File: config.mk
export PLATFORM = sky130hd
export DESIGN_NAME = slave_req_tag_allocator
export DESIGN_NICKNAME = d
export VERILOG_FILES = /design/src/rtl/slave_req_tag_allocator.sv
export SDC_FILE = /design/constraint.sdc
export NUM_CORES = 1
export LEC_CHECK = 0
export ABC_CLOCK_PERIOD_IN_PS = 6900
export CORE_MARGIN = 4
export CORE_UTILIZATION = 35
export DETAILED_ROUTE_END_ITERATION = 8
export PLACE_DENSITY_LB_ADDON = 0.25
export SETUP_SLACK_MARGIN = 0.4
export SYNTH_ARGS = -nofsm -noshare
export SYNTH_HDL_FRONTEND = slang
export SYNTH_SLANG_ARGS = --single-unit
export TNS_END_PERCENT = 10
File: constraint.sdc
create_clock -name clk -period 6.9 [get_ports clk]
set_input_delay 0.69 -clock clk [delete_from_list [all_inputs] [get_ports clk]]
set_output_delay 0.69 -clock clk [all_outputs]
set_load 0.02 [all_outputs]
File: src/rtl/slave_req_tag_allocator.sv
// Tag allocator for the slave bridge request recorder: grants the lowest free slot, stages the
// recorder write and tracks occupancy. Optional SLAVE_TAG_STATS_EN adds hwm and err_cnt outputs.
module slave_req_tag_allocator #(
    parameter int TAG_WIDTH   = 5,
    parameter int ENTRY_WIDTH = 32
) (
    input  logic                   clk,
    input  logic                   arst,
    input  logic                   alloc_valid,
    output logic                   alloc_ready,
    input  logic [ENTRY_WIDTH-1:0] alloc_entry,
    output logic [TAG_WIDTH-1:0]   alloc_tag,
    output logic                   req_wr_en,
    output logic [TAG_WIDTH-1:0]   req_wr_addr,
    output logic [ENTRY_WIDTH-1:0] req_wr_data,
    input  logic                   free_valid,
    input  logic [TAG_WIDTH-1:0]   free_tag,
    output logic                   free_err,
`ifdef SLAVE_TAG_STATS_EN
    output logic [TAG_WIDTH:0]     hwm,
    output logic [7:0]             err_cnt,
`endif
    output logic [TAG_WIDTH:0]     outstanding_cnt,
    output logic                   full,
    output logic                   empty
);

    localparam int NUM_TAGS = 2 ** TAG_WIDTH;
    localparam logic [TAG_WIDTH:0]   CNT_MAX = (TAG_WIDTH+1)'(NUM_TAGS);
    localparam logic [NUM_TAGS-1:0]  ONE_HOT0 = {{(NUM_TAGS-1){1'b0}}, 1'b1};

    typedef enum logic {IDLE, WRITE} wr_state_t;

    logic [NUM_TAGS-1:0]    busy_reg;
    logic [TAG_WIDTH:0]     cnt_reg, cnt_next;
    wr_state_t              state_reg;
    logic [TAG_WIDTH-1:0]   stage_tag_reg;
    logic [ENTRY_WIDTH-1:0] stage_entry_reg;
    logic                   free_err_reg;
    logic [TAG_WIDTH-1:0]   enc_tag;
    logic                   handshake;
    logic                   free_ok;
    logic [NUM_TAGS-1:0]    set_vec;
    logic [NUM_TAGS-1:0]    clr_vec;

    // Lowest free bit wins: scan downward so the last assignment is the lowest index.
    always_comb begin
        enc_tag = '0;
        for (int i = NUM_TAGS - 1; i >= 0; i--) begin
            if (!busy_reg[i]) enc_tag = TAG_WIDTH'(i);
        end
    end

    assign full        = (cnt_reg == CNT_MAX);
    assign empty       = (cnt_reg == '0);
    assign alloc_ready = !full;
    assign alloc_tag   = full ? '0 : enc_tag;
    assign handshake   = alloc_valid && alloc_ready;
    assign free_ok     = free_valid && busy_reg[free_tag];
    assign set_vec     = handshake ? (ONE_HOT0 << alloc_tag) : '0;
    assign clr_vec     = free_ok ? (ONE_HOT0 << free_tag) : '0;

    always_comb begin
        cnt_next = cnt_reg;
        if (handshake && !free_ok)      cnt_next = cnt_reg + 1'b1;
        else if (!handshake && free_ok) cnt_next = cnt_reg - 1'b1;
    end

    // A freed tag never collides with the granted one, so set/clear order per bit is moot.
    generate
        for (genvar gi = 0; gi < NUM_TAGS; gi++) begin : g_busy
            always_ff @(posedge clk or posedge arst) begin
                if (arst)             busy_reg[gi] <= 1'b0;
                else if (set_vec[gi]) busy_reg[gi] <= 1'b1;
                else if (clr_vec[gi]) busy_reg[gi] <= 1'b0;
            end
        end
    endgenerate

    always_ff @(posedge clk or posedge arst) begin
        if (arst) begin
            cnt_reg         <= '0;
            state_reg       <= IDLE;
            stage_tag_reg   <= '0;
            stage_entry_reg <= '0;
            free_err_reg    <= 1'b0;
        end else begin
            cnt_reg      <= cnt_next;
            free_err_reg <= free_valid && !busy_reg[free_tag];
            case (state_reg)
                IDLE:    state_reg <= handshake ? WRITE : IDLE;
                WRITE:   state_reg <= handshake ? WRITE : IDLE;
                default: state_reg <= IDLE;
            endcase
            if (handshake) begin
                stage_tag_reg   <= alloc_tag;
                stage_entry_reg <= alloc_entry;
            end
        end
    end

    assign req_wr_en       = (state_reg == WRITE);
    assign req_wr_addr     = stage_tag_reg;
    assign req_wr_data     = stage_entry_reg;
    assign free_err        = free_err_reg;
    assign outstanding_cnt = cnt_reg;

`ifdef SLAVE_TAG_STATS_EN
    logic [TAG_WIDTH:0] hwm_reg;
    logic [7:0]         err_cnt_reg;

    always_ff @(posedge clk or posedge arst) begin
        if (arst) begin
            hwm_reg     <= '0;
            err_cnt_reg <= '0;
        end else begin
            if (cnt_next > hwm_reg) hwm_reg <= cnt_next;
            if (free_err_reg && err_cnt_reg != 8'hFF) err_cnt_reg <= err_cnt_reg + 8'd1;
        end
    end

    assign hwm     = hwm_reg;
    assign err_cnt = err_cnt_reg;
`endif

endmodule

# Word-level counts from Yosys, hierarchy flattened
# Cells that the tools add are included.
# totals
ff_bits,77
inputBits,41
out_inout_bits,53
elab_cells,190
# op_classes
add_sub_neg,2
order_cmp,1
eq_ne,1
shift,2
mux,104
reduce_logical,43
# op_table
cell,n
two-way mux 5 bit,33
two-way mux 1 bit,66
nonzero test 2 bit,33
two-way mux 32 bit,2
"<< shifter 1 x 5 -> 32 bit, first input constant",2
two-way mux 6 bit,2
"adder 6 x 1 -> 6 bit, second input constant",1
"== test 6 bit, second input constant",1
zero test 6 bit,1
"< comparator 5 x 6 -> 1 bit, second input constant",1
"subtractor 6 x 1 -> 6 bit, second input constant",1
binary-select mux 1 bit (select 5 bit),1
logical AND 1 bit,5
zero test 1 bit,4

# Longest topological paths before layout
# logic_depth
depth_word,36
depth_mapped,14
depth_no_buf,13

# Worst setup path before layout
# OpenSTA, ideal clock, no wires.
# synth_timing
kind,input to register
from,in free_tag[0]
to,reg cnt_reg[5] (netlist: outstanding_cnt[5])
setup_ps,132
t_arrival_ps,3457
required_ps,6768
setup_slack_ps,3311
cell_stages,14
path_buffers,1
path_cell_list,buf_6 mux4_2 mux4_1 mux2_4 nand2_1 ha_1 inv_1 ha_1 a21o_1 a21oi_1 nor2_1 nand3_1 nand4_1 xor2_1
# synth_between
elab_chain_len,6
word_cells_on_any_way,8
cone_classes,3 x mux; 5 x reduce/logical
# synth_lines
element,line,rtl
start: declaration,17,"input logic [TAG_WIDTH-1:0] free_tag,"
binary-select mux 1 bit (select 5 bit) (*),59,assign free_ok = free_valid && busy_reg[free_tag];
two-way mux 1 bit (not written as such) (*),59,
logical AND 1 bit (*),59,
zero test 1 bit,65,if (handshake && !free_ok) cnt_next = cnt_reg + 1'b1;
logical AND 1 bit,65,
two-way mux 6 bit / nonzero test 2 bit (equally long branches),-,
end signal: assignment,88,cnt_reg <= cnt_next;
end: declaration,35,"logic [TAG_WIDTH:0] cnt_reg, cnt_next;"
# Mark *: on every way between the ends. The rest lies on a longest branch, timed or not. The select of a mux whose other input is x is not followed.
# A chain may end at the register's enable or synchronous reset.

# Worst setup path after layout
# Ends and elaborated chain as after synthesis.

==> impl_metrics.env <==
export IMPL_status="complete, no violations"
export IMPL_synth_edf_count=0
export IMPL_ios=94
export IMPL_relSlewSlack_pct=34.0
export IMPL_setup_tns_ps=0
export IMPL_fmax_mhz=232
export IMPL_mostFrequentLayoutCell="nand2_1"
export IMPL_vdd_drop_max_uv=192
export IMPL_hold_buffers=0
export IMPL_syn_area_mm2=0.00393
export IMPL_post_cts_buffers=0
export IMPL_gp_congestion=0.948
export IMPL_async_flop_share_pct=100
export IMPL_clkTransAtPathRegs_ps=80
export IMPL_synth_ff_type="dfrtp_1"
export IMPL_drc=0
export IMPL_hold_class="register to register"
export IMPL_cts_max_level=3
export IMPL_ant_nets=0
export IMPL_synth_nets=471
export IMPL_drtPass1Iterations=5
export IMPL_yosysTopAreaCell="dfrtp_1"
export IMPL_final_util_pct=48.0
export IMPL_cts_tree="yes"
export IMPL_skew_ps=6.36
export IMPL_hold_violations=0
export IMPL_die_area_mm2=0.0130
export IMPL_synth_seq_area_share_pct=49.1
export IMPL_diodes=0
export IMPL_clk_root_buffer_cell="clkbuf_8"
export IMPL_grt_pass1_wl_um=19000
export IMPL_row_count=38
export IMPL_drtIter0Drc=263
export IMPL_synth_cell_types=47
export IMPL_numCtsBuffers=9
export IMPL_cts_sinks=77
export IMPL_grt_max_degree=78
export IMPL_wl_um=11700
export IMPL_cts_repair_resized=0
export IMPL_final_nets=565
export IMPL_grt_overflow_total=0
export IMPL_synth_area_leaders="dfrtp_1 49%, nand2_1 12%, o21ai_1 4.7%"
export IMPL_synth_warnings=0
export IMPL_startpoint_type="input port"
export IMPL_synth_cells=424
export IMPL_ys_ff_latch=77
export IMPL_grt_antenna_before_repair=0
export IMPL_tightest_slew_ps=988
export IMPL_drive_gt1_share_pct=6.50
export IMPL_clockBufferDepth=2
export IMPL_syn_avg_cell_area_um2=9.26
export IMPL_vias_per_cell=5.57
export IMPL_crit_path_end_kind="register"
export IMPL_finalSetupViolCount=0
export IMPL_clock_latency_ps=360
export IMPL_cp_required_ps=7150
export IMPL_finalMaxSlewViolations=0
export IMPL_io_buffers=93
export IMPL_power_density_mw_per_mm2=368
export IMPL_path_class="input port to register"
export IMPL_wl_per_cell_um=17.7
export IMPL_power_mw=1.92
export IMPL_rsz0062_at_grt="false"
export IMPL_drv_cap=0
export IMPL_grt_total_usage_pct=18.6
export IMPL_synth_top_area_share_pct=49.1
export IMPL_coreArea_mm2=0.0109
export IMPL_min_period_ps=4320
export IMPL_fin_crit_sh_pct=62.5
export IMPL_synthToLayoutAreaGrowth_pct=33.1
export IMPL_grt_pass1_vias=3647
export IMPL_place_detailed_hpwl_um=8270
export IMPL_crit_fanout=12
export IMPL_die_height_um=114
export IMPL_fill_cells=1036
export IMPL_leakagePower_nw=2.25
export IMPL_vias=3692
export IMPL_chipWidth_um=114
export IMPL_initial_core_util_pct=36.1
export IMPL_arrival_ps=4560
export IMPL_most_common_layout_cells="126 x nand2_1, 93 x clkdlybuf4s50_1, 77 x dfrtp_1, 37 x o21ai_1, 34 x o21ai_0"
## cell usage after synthesis, drive strengths merged (4+ instances only)
master  number
nand3       11
a31oi        4
nor2b        6
nor2        12
nand2b       5
inv         13
clkbuf      10
ha           5
mux4        10
and4         4
a21oi        5
o21ai       71
mux2         4
nand4       14
a21o         5
dfrtp       77
nand2      126
## stage by stage
stage                     instances  worst slack, ps  area, um2  hold WS, ps
after floorplan                 424             3310       3930          504
after global placement          647             2300       4990          457
after detailed placement        647             2200       4990          462
after CTS                       663             2600       5230          486
after global routing            663             2360       5230          510
final                           663             2580       5230          479
## final cells by class
cell class,count,area [um2],share of cell area (%)
Timing Repair Buffer,95,946,18.1
Tap cell,140,175,3.35
Inverter,13,48.8,0.934
Sequential cell,77,1930,36.9
Multi-Input combinational cell,322,1900,36.3
Clock buffer,10,138,2.63
Clock inverter,6,93.8,1.80
## worst paths after layout
path | startpoint | to | slack [ps] | cells after the start
setup / recovery | free_tag[0] | outstanding_cnt[5] | 2580 | 14
hold / removal | req_wr_data[12] | req_wr_data[12] | 480 | 2
setup reg to reg | outstanding_cnt[0] | outstanding_cnt[5] | 3180 | 14
hold reg to reg | req_wr_data[12] | req_wr_data[12] | 480 | 2
max in group asynchronous | arst | outstanding_cnt[3] | 5310 | 3
min in group asynchronous | arst | req_wr_data[18] | 950 | 3
## report_power, final
| part | internal (mW) | switching [mW] |
|---|---|---|
| Sequential | 0.547 | 0.111 |
| Clock | 0.217 | 0.176 |
| Combinational | 0.351 | 0.523 |
| Total | 1.11 | 0.810 |
## metal layers
layer	GRT usage (%)	wire length, um	share of wire [%]
met1	25.7	5140	44
met2	25.2	4820	41
met3	8.86	1480	13
met4	6.81	300	2.6
met5	0	0	0
## cells by family (layout without fill, tap and decap cells)
| family | count (synthesis) | count (layout) | share of synthesized area, % |
|---|---|---|---|
| compound gates | 106 | 106 | 16.2 |
| xor+xnor | 5 | 5 | 1.12 |
| fa+ha+maj | 6 | 6 | 2.10 |
| buf+inv | 25 | 124 | 2.58 |
| flops | 77 | 77 | 49.1 |
| mux | 14 | 14 | 7.27 |
| simple gates | 191 | 191 | 21.7 |
## worst max-delay path, stage by stage
cell	delay (ps)
clkdlybuf4s50_1	850
mux4_1	700
mux4_2	470
mux2_4	290
nand2_1	110
ha_1	200
inv_1	140
ha_1	290
a21o_1	170
a21oi_1	240
nor2_1	70
nand3_1	80
nand4_1	100
xor2_1	150
Note: power is estimated with default switching activity, not from simulation.
